**src/rtl/snake_pkg.sv**
```systemverilog
// Shared heading encodings and helpers for the Snake button front-end.
// Imported by the conditioner top and its interface users.
package snake_pkg;

    localparam logic [1:0] DIR_UP    = 2'd0;
    localparam logic [1:0] DIR_DOWN  = 2'd1;
    localparam logic [1:0] DIR_LEFT  = 2'd2;
    localparam logic [1:0] DIR_RIGHT = 2'd3;
    localparam logic [1:0] DIR_RESET = DIR_RIGHT;

    // Up<->Down and Left<->Right differ only in bit0.
    function automatic logic [1:0] opposite(input logic [1:0] dir);
        return {dir[1], ~dir[0]};
    endfunction

endpackage

```
**src/rtl/snake_btn_conditioner_if.sv**
```systemverilog
// Game-side button bus driven by snake_btn_conditioner (master) and read
// by Snake_Game (slave).
interface snake_btn_conditioner_if;
    logic [3:0] push;
    logic       pause;
    logic [1:0] dir;
    logic       dir_valid;

    modport master (output push, output pause, output dir, output dir_valid);
    modport slave  (input  push, input  pause, input  dir, input  dir_valid);
endinterface

```
**src/rtl/btn_debounce.sv**
```systemverilog
// One active-low button: 2-flop synchronizer, stability counter, debounced
// level and a one-cycle press pulse on its debounced falling edge.
module btn_debounce #(
    parameter int DEB_CYCLES = 500000
) (
    input  logic clk,
    input  logic rst_n,
    input  logic raw,
    output logic level,
    output logic press
);

    localparam int CNT_W = $clog2(DEB_CYCLES + 1);
    localparam logic [CNT_W-1:0] LAST_CNT = CNT_W'(DEB_CYCLES - 1);

    logic             sync1_r;
    logic             sync2_r;
    logic             deb_r;
    logic             deb_q_r;
    logic [CNT_W-1:0] cnt_r;

    // Synchronize, count stable disagreement and commit the new level.
    always_ff @(posedge clk or negedge rst_n) begin
        if (!rst_n) begin
            sync1_r <= 1'b1;
            sync2_r <= 1'b1;
            deb_r   <= 1'b1;
            deb_q_r <= 1'b1;
            cnt_r   <= '0;
        end else begin
            sync1_r <= raw;
            sync2_r <= sync1_r;
            deb_q_r <= deb_r;
            if (sync2_r == deb_r) begin
                cnt_r <= '0;
            end else if (cnt_r == LAST_CNT) begin
                deb_r <= sync2_r;
                cnt_r <= '0;
            end else begin
                cnt_r <= cnt_r + CNT_W'(1);
            end
        end
    end

    assign level = deb_r;
    assign press = deb_q_r & ~deb_r;

endmodule

```
**src/rtl/snake_btn_conditioner.sv**
```systemverilog
// Debounces four direction buttons and a pause button, keeps the pause level
// and the accepted heading. Optional macro: SNAKE_BTN_REV_BLOCK_EN.
module snake_btn_conditioner
    import snake_pkg::*;
#(
    parameter int DEB_CYCLES = 500000
) (
    input  logic                           Clk,
    input  logic                           Rst,
    input  logic [3:0]                     i_Btn,
    input  logic                           i_PauseBtn,
    snake_btn_conditioner_if.master        btn
);

    logic [4:0] raw_s;
    logic [4:0] level_s;
    logic [4:0] press_s;
    logic       pause_press_s;
    logic       pause_next_s;
    logic [1:0] win_idx_s;
    logic       rev_block_s;
    logic       accept_s;
    logic       pause_r;
    logic [1:0] dir_r;
    logic       dir_valid_r;

    assign raw_s = {i_PauseBtn, i_Btn};

    for (genvar g = 0; g < 5; g++) begin : g_deb
        btn_debounce #(.DEB_CYCLES(DEB_CYCLES)) u_deb (
            .clk   (Clk),
            .rst_n (Rst),
            .raw   (raw_s[g]),
            .level (level_s[g]),
            .press (press_s[g])
        );
    end

    assign pause_press_s = press_s[4] & ~level_s[4];

    // Pause toggles first; the winning direction is judged against the new pause level.
    always_comb begin
        pause_next_s = pause_r ^ pause_press_s;
        if (press_s[0]) begin
            win_idx_s = DIR_UP;
        end else if (press_s[1]) begin
            win_idx_s = DIR_DOWN;
        end else if (press_s[2]) begin
            win_idx_s = DIR_LEFT;
        end else begin
            win_idx_s = DIR_RIGHT;
        end
`ifdef SNAKE_BTN_REV_BLOCK_EN
        rev_block_s = (win_idx_s == opposite(dir_r));
`else
        rev_block_s = 1'b0;
`endif
        accept_s = (|press_s[3:0]) & ~pause_next_s & ~rev_block_s;
    end

    // Pause level, heading and the one-cycle reload strobe.
    always_ff @(posedge Clk or negedge Rst) begin
        if (!Rst) begin
            pause_r     <= 1'b0;
            dir_r       <= DIR_RESET;
            dir_valid_r <= 1'b0;
        end else begin
            pause_r     <= pause_next_s;
            dir_valid_r <= accept_s;
            if (accept_s) begin
                dir_r <= win_idx_s;
            end
        end
    end

    assign btn.push      = level_s[3:0];
    assign btn.pause     = pause_r;
    assign btn.dir       = dir_r;
    assign btn.dir_valid = dir_valid_r;

endmodule

```
**src/flat_wrapper.sv**
```systemverilog
// flat-port wrapper written by rule: the top's interface ports become plain ports
module snake_btn_conditioner_flat import snake_pkg::*;
#(
    parameter int DEB_CYCLES = 500000
)
  (Clk, Rst, i_Btn, i_PauseBtn, btn_push, btn_pause, btn_dir, btn_dir_valid);
  snake_btn_conditioner_if btn_i ();
  input  logic Clk;
  input  logic Rst;
  input  logic [3:0] i_Btn;
  input  logic i_PauseBtn;
  output wire logic [$bits(btn_i.push)-1:0] btn_push;
  output wire logic [$bits(btn_i.pause)-1:0] btn_pause;
  output wire logic [$bits(btn_i.dir)-1:0] btn_dir;
  output wire logic [$bits(btn_i.dir_valid)-1:0] btn_dir_valid;
  assign btn_push = btn_i.push;
  assign btn_pause = btn_i.pause;
  assign btn_dir = btn_i.dir;
  assign btn_dir_valid = btn_i.dir_valid;
  snake_btn_conditioner #(.DEB_CYCLES(DEB_CYCLES)) u_core (.Clk(Clk), .Rst(Rst), .i_Btn(i_Btn), .i_PauseBtn(i_PauseBtn), .btn(btn_i));
endmodule
```
**config.mk**
```make
export PLATFORM = sky130hd
export DESIGN_NAME = snake_btn_conditioner_flat
export DESIGN_NICKNAME = d
export VERILOG_FILES = /design/src/rtl/snake_pkg.sv /design/src/rtl/snake_btn_conditioner_if.sv /design/src/rtl/btn_debounce.sv /design/src/rtl/snake_btn_conditioner.sv /design/src/flat_wrapper.sv
export SDC_FILE = /design/constraint.sdc
export NUM_CORES = 1
export LEC_CHECK = 0
export CAP_MARGIN = 10
export CORE_AREA = 2 2 110 112
export DETAILED_ROUTE_END_ITERATION = 10
export DIE_AREA = 0 0 112 114
export PLACE_DENSITY = 0.65
export SLEW_MARGIN = 20
export SYNTH_ARGS = -nofsm -noshare
export SYNTH_HDL_FRONTEND = slang
export SYNTH_SLANG_ARGS = --single-unit
```
**constraint.sdc**
```tcl
create_clock -name Clk -period 2.4 [get_ports Clk]
set_input_delay 0.24 -clock Clk [delete_from_list [all_inputs] [get_ports Clk]]
set_output_delay 0.24 -clock Clk [all_outputs]
set_load 0.03 [all_outputs]
```
# == Word level (Yosys, flattened, before mapping) ==
# Index checks and enable logic that the tools add are counted.
# totals
register_bits,119
inputBits,7
out_inout_bits,8
word_cells,81
# op_classes
add_sub_neg,5
eq_ne,10
muxes,13
bitwise,19
n_reduce_logical,6
# ops
op,n
19-bit 2-to-1 mux,10
19-bit by 1-bit adder with 19-bit output (second input constant),5
19-bit == test (second input constant),5
1-bit inverter,11
2-bit AND reduction,5
1-bit AND,7
1-bit == test,5
2-bit 2-to-1 mux,2
4-bit OR reduction,1
1-bit 2-to-1 mux,1
1-bit bitwise XOR,1

# == Depth between registers and ports, before layout ==
# logic_depth
depth_word,6
mapped_depth,7

# == Cells and area by module ==
# A second synthesis with hierarchy kept.
# hier_totals
cells_unflattened,555
area_unflattened_um2,5801.8
# by_module_without_submodules
mod,n_inst,cells_per_inst,area_per_inst_um2
btn_debounce,5,107,1116.1
snake_btn_conditioner,1,20,221.5

# == Worst setup path before layout ==
# No wires, ideal clock.
# synth_timing
path_type,flip-flop to flip-flop
startpoint,register u_core.g_deb[1].u_deb.cnt_r[11]
endpoint,register u_core.g_deb[1].u_deb.cnt_r[11]
arrival_ns,1.869
required_time_ns,2.281
path_slack_ns,0.412
path_stages_with_launch,6
path_cell_list,dfrtp_1 -> or4_1 -> or4_4 -> o21ai_4 -> buf_6 -> nor2_1
# synth_via
elab_chain_len,3
# synth_rtl
item,line,rtl
start: declaration,btn_debounce.sv:20,logic [CNT_W-1:0] cnt_r;
start signal: assignment,btn_debounce.sv:40,cnt_r <= cnt_r + CNT_W'(1);
19-bit by 1-bit adder with 19-bit output / 19-bit == test (equally long branches),"btn_debounce.sv:40, btn_debounce.sv:36",
19-bit 2-to-1 mux *,btn_debounce.sv:36,end else if (cnt_r == LAST_CNT) begin
19-bit 2-to-1 mux *,btn_debounce.sv:34,if (sync2_r == deb_r) begin
# Every way passes the cells marked *; elsewhere a longest branch is shown, timed or not.
# A chain may end at the register's enable or synchronous reset.

# == Worst setup path after layout ==
# layout_timing
startpoint,register u_core.g_deb[1].u_deb.cnt_r[14]
endpoint,register u_core.g_deb[1].u_deb.cnt_r[6]
# layout_via
elab_chain_len,3
# layout_rtl
item,line
19-bit == test,btn_debounce.sv:36
19-bit 2-to-1 mux,btn_debounce.sv:36
19-bit 2-to-1 mux,btn_debounce.sv:34
# No other way between the ends.

==> results.cfg <==
[outcome]
status = completed

[sta]
skew_ns = 0.0107
slew_viol_final = 0
setup_viol = 0
relSlewSlack = 0.604
fin_crit_sh = 0.897
hold_viol = 0
tightest_slew_ns = 0.594
tns_ns = 0
finalWorstSetupSlack_ns = 0.246
fmax_mhz = 464
fin_crit_ns = 2.15
rsz0062_at_grt = no

[yosys]
yosysMostFrequentCell = dfrtp_1
synth.avg_cell_area_um2 = 10.3
synth_top_area_cell = dfrtp_1
ys_seq_area_frac = 0.532
synthAdderAreaFrac = 0.0111
synth_simple_gate_area_frac = 0.247
ys_ff_latch = 119
syn_inst = 546
async_flop_share = 1.00
ys.flop_type = dfrtp_1
synth.top_cell.area_share = 0.430
ys_types = 46
synth_common_cells = 97 x dfrtp_1, 82 x nor2_1, 47 x xnor2_1, 30 x nand2_1, 27 x nand3_1
synth_edf_count = 0
synth_compound_area_frac = 0.0613
synth_top_family_by_area = simple AND/OR/NAND/NOR gates
ys_top_cells_by_area = dfrtp_1 43%, dfstp_2 10%, xnor2_1 7.3%, nor2_1 5.4%, xor2_1 3.1%
yosysWarnings = 0
synthMuxAreaShare = 0.0140
synth_area_um2 = 5650
synth_xor_area_frac = 0.104
synth_nets = 558

[placement]
finalWeightedCongestion = 0.839
hpwl_um = 6910
placed_area_um2 = 5930
io_buffers = 14
dp_slack_ns = 0.240

[die]
initial_core_util = 0.482
core_area_um2 = 11700
die_area_um2 = 12800
ioPinCount = 15
std_cell_rows = 40
die_x_um = 112
die_height_um = 114

[pwr]
ir_worst_vdd_mv = 0.607
seqPwrFrac = 0.406
p_per_area_nw_per_um2 = 770
p_int_w = 0.00407
total_power_w = 0.00510
p_comb_frac = 0.026
switchingPower_w = 0.00103
swShare = 0.202
p_leak_nw = 2.59
clockPowerShare = 0.569

[cells_and_area]
areaGrowthSynthToFinish_pct = 17.3
utilization = 0.566
layout-drive-gt1-share = 0.154
seq_area_um2 = 3010
finalNetCount = 583
multi_input_area_um2 = 2470
diodes = 0
finalInstanceArea_um2 = 6630
nFillCells = 1032

[cts]
cts_num_sinks = 119
clkLatencyLatePin_ns = 0.41
clkTransAtPathRegs_ns = 0.06
cts_tree = built
post_cts_buffers = 0
cts_made_buffers = 17
clockBufferDepth = 2
cts_htree_levels = 4
ctsRootBufferMaster = clkbuf_16

[critical_path]
worstPathRequired_ns = 2.67
max_stage_delay_ns = 0.54
worstPathArrival_ns = 2.42
crit_path_start_kind = flop
slowest_stage = or4b_1
worst_setup_path_end_kind = flop
cp_top_family = simple AND/OR/NAND/NOR gates
crit_chain = or4b_1 -> or4_4 -> o21ai_4 -> nor2_1
path_buf_inv = 0
crit_fanout = 18
path_class = reg -> reg

[grt]
grt_max_degree = 51
grt_pass1_wl_um = 18400
grt_pass1_vias = 3964
grtUsageTotal = 0.179
grt_antenna_before_repair = 0
grt_overflow = 0

[detailed_routing]
wire_per_inst_um = 14.3
via_per_inst = 5.48
drtAntennaViolNets = 0
vias = 4003
totalWireLength_um = 10400
drt_iter0_markers = 224
post-route-drc-count = 0
drt_first_pass_iters = 4

[hold_path]
hp-class = in -> reg

[run]
cap_violations = 0
## cell usage in the layout, fill, tap and decap left out, drive strengths merged, types with 6 or more instances in the layout
cell type      instances
dfrtp                 97
nor2                  82
xnor2                 47
nand3                 31
nand2                 30
a21oi                 26
inv                   25
nand4                 23
dfstp                 22
xor2                  20
or4                   19
clkbuf                18
o21ai                 18
or3                   17
nor4                  15
clkdlybuf4s50         13
nor3                  10
o31ai                  8
mux2                   7
buf                    7
bufinv                 6
## timing repair
| item | 4_1_cts | 5_1_grt |
|---|---|---|
| gates resized for setup | 0 | 0 |
| hold buffers | 1 | 0 |
| hold endpoints to repair | 33 | 0 |
## final timing paths
path / end / startpoint / slack, ns / cells past startpoint
worst max-delay path: u_core.g_deb[1].u_deb.cnt_r[6]$_DFF_PN0_ / u_core.g_deb[1].u_deb.cnt_r[14]$_DFF_PN0_ / 0.25 / 4
worst min-delay path: u_core.g_deb[2].u_deb.sync1_r$_DFF_PN1_ / i_Btn[2] / 0.24 / 1
worst max register to register: u_core.g_deb[1].u_deb.cnt_r[6]$_DFF_PN0_ / u_core.g_deb[1].u_deb.cnt_r[14]$_DFF_PN0_ / 0.25 / 4
worst min register to register: u_core.g_deb[1].u_deb.sync2_r$_DFF_PN1_ / u_core.g_deb[1].u_deb.sync1_r$_DFF_PN1_ / 0.35 / 0
max in group asynchronous: u_core.g_deb[3].u_deb.cnt_r[1]$_DFF_PN0_ / Rst / 1.26 / 3
min in group asynchronous: u_core.g_deb[4].u_deb.cnt_r[16]$_DFF_PN0_ / Rst / 0.38 / 2
## power by group through the flow
stage / registers, W / clock network [W] / logic (W)
after detailed placement: 0.00211 / 0 / 0.000134
after floorplan: 0.00210 / 0 / 0.0000681
final: 0.00207 / 0.00290 / 0.000131
after global placement: 0.00210 / 0 / 0.000131
after global routing: 0.00207 / 0.00306 / 0.000156
after CTS: 0.00207 / 0.00296 / 0.000136
## sequential cells by signal, summed over array words and instances, names as in the netlist
signal                      cells
u_core.g_deb.u_deb.deb_q_r      5
u_core.btn.pause                1
u_core.btn.dir                  2
u_core.g_deb.u_deb.level        5
u_core.g_deb.u_deb.cnt_r       95
u_core.g_deb.u_deb.sync2_r      5
u_core.btn.dir_valid            1
u_core.g_deb.u_deb.sync1_r      5
## stage by stage
stage | instances | hold WS, ns
2_1_floorplan | 546 | -0.0556
3_3_place_gp | 698 | 0.282
3_5_place_dp | 698 | 0.281
4_1_cts | 731 | 0.226
5_1_grt | 731 | 0.231
6_report | 731 | 0.239
## per-layer routing
metal | share of wire | track usage
met5 | 0 | 0
met4 | 0.018 | 0.0724
met3 | 0.033 | 0.0494
met2 | 0.49 | 0.296
met1 | 0.46 | 0.226
## cell type report
| cell class | instances | area share |
|---|---|---|
| timing repair buffer | 21 | 0.0310 |
| multi-input combinational | 391 | 0.373 |
| sequential | 119 | 0.454 |
| clock inverter | 14 | 0.0366 |
| clock buffer | 18 | 0.0663 |
| inverter | 21 | 0.0119 |
| tap | 147 | 0.0278 |
## cells by family after synthesis
| family | Yosys count |
|---|---|
| simple gates | 257 |
| mux | 7 |
| fa+ha+maj | 5 |
| xor+xnor | 67 |
| compound gates | 55 |
| flops | 119 |
| buf+inv | 36 |
(Power assumes the default switching activity.)
